--- src/rtl/mem_arb_pkg.sv ---
// rtl/mem_arb_pkg.sv - shared types and default widths for the memory port arbiter
package mem_arb_pkg;

  typedef enum logic [1:0] {
    IDLE   = 2'd0,
    BUSY_I = 2'd1,
    BUSY_D = 2'd2
  } arb_state_t;

  typedef logic [1:0] gnt_t;

  localparam gnt_t GNT_NONE = 2'd0;
  localparam gnt_t GNT_I    = 2'd1;
  localparam gnt_t GNT_D    = 2'd2;

  localparam int DEF_ADDR_W     = 64;
  localparam int DEF_DATA_W     = 64;
  localparam int DEF_INSTR_W    = 32;
  localparam int DEF_MEM_LAT    = 2;
  localparam int DEF_STARVE_MAX = 4;

endpackage

--- src/rtl/arb_lat_counter.sv ---
// rtl/arb_lat_counter.sv - loadable down-counter timing one memory access
module arb_lat_counter
  import mem_arb_pkg::*;
#(
  parameter int MEM_LAT = DEF_MEM_LAT,
  parameter int CNT_W   = $clog2(MEM_LAT + 1)
) (
  input  logic             clock,
  input  logic             reset,
  input  logic             load,
  input  logic             dec,
  output logic [CNT_W-1:0] cnt,
  output logic             zero
);

  always_ff @(posedge clock or negedge reset) begin
    if (!reset) begin
      cnt <= '0;
    end else if (load) begin
      cnt <= CNT_W'(MEM_LAT);
    end else if (dec && (cnt != '0)) begin
      cnt <= cnt - CNT_W'(1);
    end
  end

  assign zero = (cnt == '0);

endmodule

--- src/rtl/mem_port_arbiter.sv ---
// rtl/mem_port_arbiter.sv - fetch/data arbiter for one fixed-latency memory port
// Optional ARB_PERF_CNT_EN adds saturating stall-cycle counters.
module mem_port_arbiter
  import mem_arb_pkg::*;
#(
  parameter int ADDR_W     = DEF_ADDR_W,
  parameter int DATA_W     = DEF_DATA_W,
  parameter int INSTR_W    = DEF_INSTR_W,
  parameter int MEM_LAT    = DEF_MEM_LAT,
  parameter int STARVE_MAX = DEF_STARVE_MAX
) (
  input  logic               clock,
  input  logic               reset,
  input  logic               if_req,
  input  logic [ADDR_W-1:0]  if_addr,
  output logic [INSTR_W-1:0] if_rdata,
  output logic               if_ack,
  input  logic               d_req,
  input  logic               d_we,
  input  logic [ADDR_W-1:0]  d_addr,
  input  logic [DATA_W-1:0]  d_wdata,
  output logic [DATA_W-1:0]  d_rdata,
  output logic               d_ack,
  output logic               mem_en,
  output logic               mem_we,
  output logic [ADDR_W-1:0]  mem_addr,
  output logic [DATA_W-1:0]  mem_wdata,
  input  logic [DATA_W-1:0]  mem_rdata,
  output logic               stall_if,
  output logic               stall_mem
`ifdef ARB_PERF_CNT_EN
  ,
  output logic [31:0]        perf_if_stall,
  output logic [31:0]        perf_d_stall
`endif
);

  localparam int CNT_W = $clog2(MEM_LAT + 1);
  localparam int SW    = (STARVE_MAX < 1) ? 1 : $clog2(STARVE_MAX + 1);

  if (MEM_LAT < 1) begin : g_bad_lat
    $error("mem_port_arbiter: MEM_LAT must be >= 1");
  end

  arb_state_t         state_q, state_d;
  gnt_t               gnt;
  logic [CNT_W-1:0]   cnt;
  logic               cnt_zero;
  logic               busy;
  logic               first_cyc;
  logic               starved;
  logic [SW-1:0]      starve_q;
  logic [ADDR_W-1:0]  addr_q;
  logic               we_q;
  logic [DATA_W-1:0]  wdata_q;
  logic [INSTR_W-1:0] if_rdata_q;
  logic [DATA_W-1:0]  d_rdata_q;

  arb_lat_counter #(
    .MEM_LAT (MEM_LAT),
    .CNT_W   (CNT_W)
  ) u_lat_cnt (
    .clock (clock),
    .reset (reset),
    .load  (gnt != GNT_NONE),
    .dec   (busy),
    .cnt   (cnt),
    .zero  (cnt_zero)
  );

  assign busy      = (state_q != IDLE);
  assign first_cyc = busy && (cnt == CNT_W'(MEM_LAT));
  assign starved   = (starve_q == SW'(STARVE_MAX));

  // Data wins ties so loads/stores drain first, unless fetch has waited too long.
  always_comb begin
    gnt = GNT_NONE;
    if (state_q == IDLE) begin
      if (d_req && if_req) begin
        gnt = starved ? GNT_I : GNT_D;
      end else if (d_req) begin
        gnt = GNT_D;
      end else if (if_req) begin
        gnt = GNT_I;
      end
    end
  end

  always_comb begin
    state_d = state_q;
    case (state_q)
      IDLE: begin
        if (gnt == GNT_D) begin
          state_d = BUSY_D;
        end else if (gnt == GNT_I) begin
          state_d = BUSY_I;
        end
      end
      BUSY_I, BUSY_D: begin
        if (cnt_zero) begin
          state_d = IDLE;
        end
      end
      default: state_d = IDLE;
    endcase
  end

  always_ff @(posedge clock or negedge reset) begin
    if (!reset) begin
      state_q    <= IDLE;
      addr_q     <= '0;
      we_q       <= 1'b0;
      wdata_q    <= '0;
      if_rdata_q <= '0;
      d_rdata_q  <= '0;
      starve_q   <= '0;
    end else begin
      state_q <= state_d;
      if (gnt == GNT_D) begin
        addr_q  <= d_addr;
        we_q    <= d_we;
        wdata_q <= d_wdata;
      end else if (gnt == GNT_I) begin
        addr_q  <= if_addr;
        we_q    <= 1'b0;
        wdata_q <= '0;
      end
      if (if_ack) begin
        if_rdata_q <= mem_rdata[INSTR_W-1:0];
      end
      if (d_ack && !we_q) begin
        d_rdata_q <= mem_rdata;
      end
      // Counts data grants that overtook a waiting fetch.
      if (gnt == GNT_D && if_req) begin
        if (!starved) begin
          starve_q <= starve_q + SW'(1);
        end
      end else if (gnt == GNT_I || (state_q == IDLE && !if_req)) begin
        starve_q <= '0;
      end
    end
  end

  assign if_ack    = (state_q == BUSY_I) && cnt_zero;
  assign d_ack     = (state_q == BUSY_D) && cnt_zero;
  assign stall_if  = reset && if_req && !if_ack;
  assign stall_mem = reset && d_req && !d_ack;

  assign mem_en    = first_cyc;
  assign mem_we    = first_cyc && we_q;
  assign mem_addr  = addr_q;
  assign mem_wdata = wdata_q;

  assign if_rdata  = if_ack ? mem_rdata[INSTR_W-1:0] : if_rdata_q;
  assign d_rdata   = (d_ack && !we_q) ? mem_rdata : d_rdata_q;

`ifdef ARB_PERF_CNT_EN
  always_ff @(posedge clock or negedge reset) begin
    if (!reset) begin
      perf_if_stall <= '0;
      perf_d_stall  <= '0;
    end else begin
      if (stall_if && (perf_if_stall != '1)) begin
        perf_if_stall <= perf_if_stall + 32'd1;
      end
      if (stall_mem && (perf_d_stall != '1)) begin
        perf_d_stall <= perf_d_stall + 32'd1;
      end
    end
  end
`endif

endmodule
--- config.mk ---
export PLATFORM = sky130hd
export DESIGN_NAME = mem_port_arbiter
export DESIGN_NICKNAME = d
export VERILOG_FILES = /design/src/rtl/mem_arb_pkg.sv /design/src/rtl/arb_lat_counter.sv /design/src/rtl/mem_port_arbiter.sv
export SDC_FILE = /design/constraint.sdc
export NUM_CORES = 1
export LEC_CHECK = 0
export CAP_MARGIN = 20
export CORE_AREA = 2 2 189 191
export CTS_CLUSTER_DIAMETER = 80
export DETAILED_ROUTE_END_ITERATION = 12
export DIE_AREA = 0 0 191 193
export HOLD_SLACK_MARGIN = 0.08
export PLACE_DENSITY = 0.57
export SLEW_MARGIN = 15
export SYNTH_ARGS = -nofsm -noshare
export SYNTH_HDL_FRONTEND = slang
export SYNTH_SLANG_ARGS = --single-unit
--- constraint.sdc ---
create_clock -name clock -period 3.3 [get_ports clock]
set_clock_uncertainty 0.2 [all_clocks]
set_input_delay 0.825 -clock clock [delete_from_list [all_inputs] [get_ports clock]]
set_output_delay 0.825 -clock clock [all_outputs]
set_load 0.01 [all_outputs]
==> flow_summary.toml, run 1 <==
[synth]
syn_nets = 1092
synth_compound_area_share_pct = 7.25
synth_cell_type_count = 29
ys_warn_count = 0
ys_ff_latch = 232
synth_top_family_by_area = "multiplexers"
synth.top_cells.by_area = "dfrtp_1, mux2_4, mux2i_1"
avgSynthCellArea_um2 = 12.0
synth_fa_ha_area_share_pct = 1.40
syn_inst = 820
synth_top_area_share_pct = 59.0
synth_simple_gate_area_share_pct = 6.85
syn_area_um2 = 9840
synth_mux_area_share_pct = 19.9
ys_seq_area_share_pct = 59.0
synth-xor-area-share_pct = 0
synth_top_area_cell = "dfrtp_1"

[place]
port-buffer-count = 490
dpl.hpwl_um = 24900
gpl.final_weighted_congestion = 0.771
dp_cells = 1743

[floorplanning]
die_w_um = 191
die_area_um2 = 36900
chipHeight_um = 193
start_util_pct = 28.1
ios = 491
core_area_um2 = 35000
fp-row-count = 69

[layout]
nets = 1625
area_growth_pct = 70.4
drive_above_1_share_pct = 21.4
layoutNonFillerInstCount = 1829

[flow_run]
max-cap-violations = 0

[drt]
drc = 0
vias = 8069
drt_wl_total_um = 34800
drt_iter0_drc = 284
vias_per_cell = 4.41
drt.antenna.violating_nets = 0
first_pass_iters = 4
wl_per_cell_um = 19.1

[critical_path]
cp-start-kind = "register"
critPathRequiredTime_ps = 2270
crit_path_end_kind = "output port"
worstPathArrival_ps = 2210
crit_type = "reg2out"
startpoint = "u_lat_cnt.cnt[1]"
r2r_start = "state_q[1]"
worst-path-max-fanout = 5

[global_routing]
antenna_found_initial = 6
grt_max_degree = 106
grt_pass1_wl_um = 49500
grt_pass1_vias = 7917
grt_remaining_overflow = 0
grtUsageTotal_pct = 17.9

[cts]
path_clk_slew_ps = 60
cts_num_sinks = 232
h-tree-depth = 1
ctsHoldBuffers = 0
clock_latency_ps = 530
cts_buffer_depth = 3
cts_tree = "done"
cts_root_buf = "clkbuf_16"
numCtsBuffers = 28

[timing]
hold_ws_ps = 171
post-route-period-util_pct = 98.0
setup_viol = 0
max_freq_mhz = 309
worst_pin_slew_ps = 962
slew_headroom_pct = 35.9
rsz0062_at_grt = "yes"
min_period_ps = 3230
timing.final.hold_violations = 0
final_max_slew_viol_count = 0

[power]
leakage_uw = 0.00740
ir_drop_uv = 555
p_per_area_nw_per_um2 = 911

[outcome]
status = "finished clean"

[min_path]
hold_path.class = "in2async"
## cell usage in the layout (no fill, tap or decap), types with 2 or more instances in the layout
| cell type | synthesis | final |
|---|---|---|
| buf_4 | 1 | 49 |
| clkbuf_1 | 16 | 5 |
| mux2_2 | 36 | 27 |
| clkbuf_2 | 0 | 4 |
| ha_4 | 0 | 3 |
| clkdlybuf4s15_1 | 0 | 18 |
| inv_1 | 75 | 72 |
| ha_1 | 11 | 5 |
| mux2_4 | 60 | 69 |
| nand2_1 | 6 | 5 |
| nand3_1 | 70 | 70 |
| dfrtp_1 | 232 | 232 |
| nand2_8 | 0 | 3 |
| clkbuf_8 | 0 | 5 |
| buf_8 | 0 | 6 |
| dlygate4sd2_1 | 0 | 3 |
| buf_6 | 6 | 45 |
| mux2i_1 | 65 | 65 |
| inv_2 | 0 | 3 |
| nor2_1 | 65 | 64 |
| clkdlybuf4s50_1 | 0 | 390 |
| buf_12 | 0 | 12 |
| buf_16 | 0 | 4 |
| ha_2 | 0 | 3 |
| buf_2 | 20 | 23 |
| bufinv_16 | 0 | 3 |
| o2bb2ai_1 | 2 | 2 |
| diode_2 | 0 | 2 |
| o21ai_0 | 69 | 69 |
| clkbuf_16 | 0 | 30 |
| a21oi_1 | 64 | 64 |
## metal layers
metal / GRT usage (%) / vias up / part of all wire (%)
met3: 5.07 / 53 / 8.1
met1: 21.4 / 3818 / 40
met5: 0 / - / 0.080
li1: - / 3834 / -
met4: 5.16 / 6 / 2.5
met2: 31.2 / 358 / 50
## power breakdown
group | internal (µW) | switching [µW] | total [µW]
sequential | 4220 | 561 | 4780
clock | 1920 | 1150 | 3070
combinational | 4090 | 3350 | 7440
## worst paths after layout
| check | end | slack (ps) | cells past startpoint |
|---|---|---|---|
| max | d_rdata[46] | 70 | 8 |
| min reg2reg | d_rdata_q[52] | 290 | 1 |
| max in group asynchronous | if_rdata_q[18] | 1190 | 3 |
| max reg2reg | mem_addr[57] | 860 | 8 |
| min | starve_q[0] | 170 | 2 |
| min in group clock | d_rdata_q[52] | 290 | 1 |
## cells by family (layout without fill, tap and decap cells)
family          Yosys count  after routing
simple gates            149            150
buf+inv                 128            673
compound gates          139            139
flops                   232            232
mux                     161            161
fa+ha+maj                11             11
other cells               0              2
## flip-flops by register name, summed over array words and instances (netlist names)
name,cells
mem_wdata,64
we_q,1
u_lat_cnt.cnt,2
if_rdata_q,32
d_rdata_q,64
mem_addr,64
starve_q,3
state_q,2
## area by class of cell
type                       count  area [µm²]
clock inverter                 4        95.1
fill                        3172       18200
antenna                        2        5.00
timing repair buffer         555        5590
clock buffer                  39         813
inverter                      75         282
multi-input combinational    461        3610
tap                          461         577
sequential                   232        5810
## through the flow
step	worst slack [ps]	util, %	setup TNS (ps)	cell area (µm²)	power [µW]
detailed placement	48.9	44.1	0	15400	12100
global route	-26.7	48.0	-298	16800	16200
floorplan	761	-	0	9840	7940
CTS	-85.3	46.9	-919	16400	14900
finish	67.4	48.0	0	16800	15300
global placement	54.0	44.1	0	15400	12000
## critical path: stages, from the launching register on
cell and delay (ps):
dfrtp_1 400, inv_2 90, ha_4 130, and2_4 220, nand2_8 70, buf_12 160, clkbuf_16 160, mux2_4 310
buf_6 120
## cell usage after synthesis, drive strengths merged
master / n
nand3: 70
o311ai: 1
or3: 1
clkbuf: 16
nor3b: 1
ha: 11
a21oi: 64
and2: 2
nor2: 65
inv: 75
nor2b: 1
mux2: 96
nand2b: 1
mux2i: 65
dfrtp: 232
o22ai: 1
a21o: 1
and3: 1
a21boi: 1
buf: 37
o2bb2ai: 2
o21ai: 69
nand2: 7
## timing repair
action / in CTS / in global routing
gates cloned: 6 / 1
endpoints found under the setup margin: 98 / 98
resized for setup: 354 / 95
pin swaps: 2 / 3
buffers inserted: 17 / 21
(Power assumes the default switching activity.)
==> run 2: changes to the inputs <==
--- a/config.mk
+++ b/config.mk
@@ -10,6 +10,7 @@
 export CTS_CLUSTER_DIAMETER = 80
 export DETAILED_ROUTE_END_ITERATION = 12
 export DIE_AREA = 0 0 191 193
+export GPL_TIMING_DRIVEN = 0
 export HOLD_SLACK_MARGIN = 0.08
 export PLACE_DENSITY = 0.57
 export SLEW_MARGIN = 15
==> flow_summary.toml, run 2 (synthesized netlist as in run 1, its figures left out) <==
[timing]
fin_ws_ps = -98.2
rsz0062_at_grt = "yes"
final_max_slew_viol_count = 0
slew_headroom_pct = 63.8
worst_pin_slew_ps = 543
max_freq_mhz = 294
post-route-period-util_pct = 103
min_period_ps = 3400
timing.final.hold_violations = 0
fin_setup_tns_ps = -1620
hold_ws_ps = 289
setup_viol = 31

[global_routing]
grt_pass1_vias = 8611
met2_usage_pct = 34.5
grt_remaining_overflow = 0
busiest_layer = "met2"
grt_max_degree = 76
globalRouteMet3Util_pct = 6.24
antenna_found_initial = 3
grt_use_met1_pct = 21.3
grtUsageTotal_pct = 19.1
grt_pass1_wl_um = 52600

[layout]
seqCellArea_um2 = 5810
area_growth_pct = 71.5
final_cell_mix = "clkdlybuf4s50_1, dfrtp_1, inv_1"
nets = 1663
multi_input_area_um2 = 3530
final_common_cell = "clkdlybuf4s50_1"
layoutNonFillerInstCount = 1875
drive_above_1_share_pct = 21.4
fill_cells = 3252

[floorplanning]
ios = 491
die_w_um = 191
die_area_um2 = 36900
core_area_um2 = 35000
fp-row-count = 69
start_util_pct = 28.1
chipHeight_um = 193

[critical_path]
slowest_delay_ps = 390
cpMostUsedCell = "buf_12"
startpoint = "u_lat_cnt.cnt[0]"
r2r_end = "mem_wdata[60]"
r2r_cells = 8
crit_type = "reg2out"
r2r_start = "state_q[0]"
endpoint = "d_rdata[59]"
cp.depth = 9
crit_path_end_kind = "output port"
slowest_stage = "dfrtp_1"
rrSetupSlack_ps = 460
critPathRequiredTime_ps = 2270
cp_cell_sequence = "inv_2, ha_4, and2_4, nand2_8, buf_12, buf_12, buf_12, mux2_4, buf_6"
timing.critical_path.buf_inv = 5
crit_family = "buffers and inverters"
worstPathArrival_ps = 2370
worst-path-max-fanout = 8
cp-start-kind = "register"

[cts]
h-tree-depth = 1
clock_latency_ps = 550
cts_num_sinks = 232
cts_root_buf = "clkbuf_16"
cts_buffer_depth = 3
cts_tree = "done"
numCtsBuffers = 29
path_clk_slew_ps = 60

[min_path]
hold_path.class = "reg2reg"

[drt]
vias_per_cell = 4.40
drt.antenna.violating_nets = 0
drt_wl_total_um = 36800
vias = 8248
drt_iter0_drc = 260
wl_per_cell_um = 19.6
first_pass_iters = 4
drc = 0

[outcome]
violations = "setup timing"
status = "finished with violations"

[place]
dpl.hpwl_um = 27300
dp_cells = 1773
preCtsSetupSlack_ps = -370
port-buffer-count = 490
gpl.final_weighted_congestion = 0.763

[power]
ir_drop_uv = 521
leakage_uw = 0.00750
p_per_area_nw_per_um2 = 910
p_total_uw = 15400

[flow_run]
max-cap-violations = 0
[run 2: cell count changes in the layout (fill, tap and decap cells not counted), moves of 3 or more]
cell	change
buf_1	+10
buf_2	+22
buf_4	-16
buf_8	-4
clkbuf_1	+15
clkdlybuf4s15_1	-17
clkinv_2	+5
clkinvlp_4	+3
dlygate4sd2_1	+24
ha_1	+3
mux2_2	+9
mux2_4	-9
[run 2: power by group]
part / internal, µW / switching [µW]
clock: 1970 / 1260
sequential: 4210 / 572
combinational: 3910 / 3440
[run 2: worst reg2reg max path, delay by kind of cell (launching register included)]
family          cells  cell delay, ps
buf+inv             4            1140
fa+ha+maj           2             580
simple gates        1             160
flops               1             410
compound gates      1             190
[run 2: worst min path at each step]
| stage | start | to | slack (ps) | depth (start not counted) |
|---|---|---|---|---|
| final | d_rdata_q[34] | d_rdata_q[34] | 290 | 1 |
| after global routing | d_rdata_q[33] | d_rdata_q[33] | 300 | 1 |
| after CTS | if_rdata_q[19] | if_rdata_q[19] | 290 | 1 |
| after detailed placement | d_rdata_q[29] | d_rdata_q[29] | 280 | 1 |
| after global placement | d_rdata_q[34] | d_rdata_q[34] | 270 | 1 |
| after floorplan | state_q[1] | state_q[1] | 280 | 1 |
[run 2: per-layer routing]
metal | routed length [µm] | up-vias
met5 | 25 | -
met4 | 1030 | 4
met3 | 3210 | 59
met2 | 18600 | 340
met1 | 14000 | 3933
li1 | - | 3912
[run 2: through the flow]
stage | cell area, µm² | utilization (%)
finish | 16900 | 48.3
global route | 16900 | 48.3
CTS | 16800 | 48.2
detailed placement | 15400 | 44.0
global placement | 15300 | 43.8
floorplan | 9840 | -
[run 2: repair_timing]
action,4_1_cts,5_1_grt
buffers inserted,35,10
resized for setup,374,16
hold endpoints to repair,69,0
setup endpoints to repair,102,77
hold buffers,3,0
cloned,3,0
pin swaps,4,3
[run 2: final cells by class]
class                      count  area share [%]
sequential                   232            34.4
timing repair buffer         541            31.8
multi-input combinational    461            20.9
clock buffer                  39            4.82
tap                          461            3.42
buffer                        51            1.99
inverter                      75            1.67
clock inverter                14           0.979
antenna                        1          0.0148
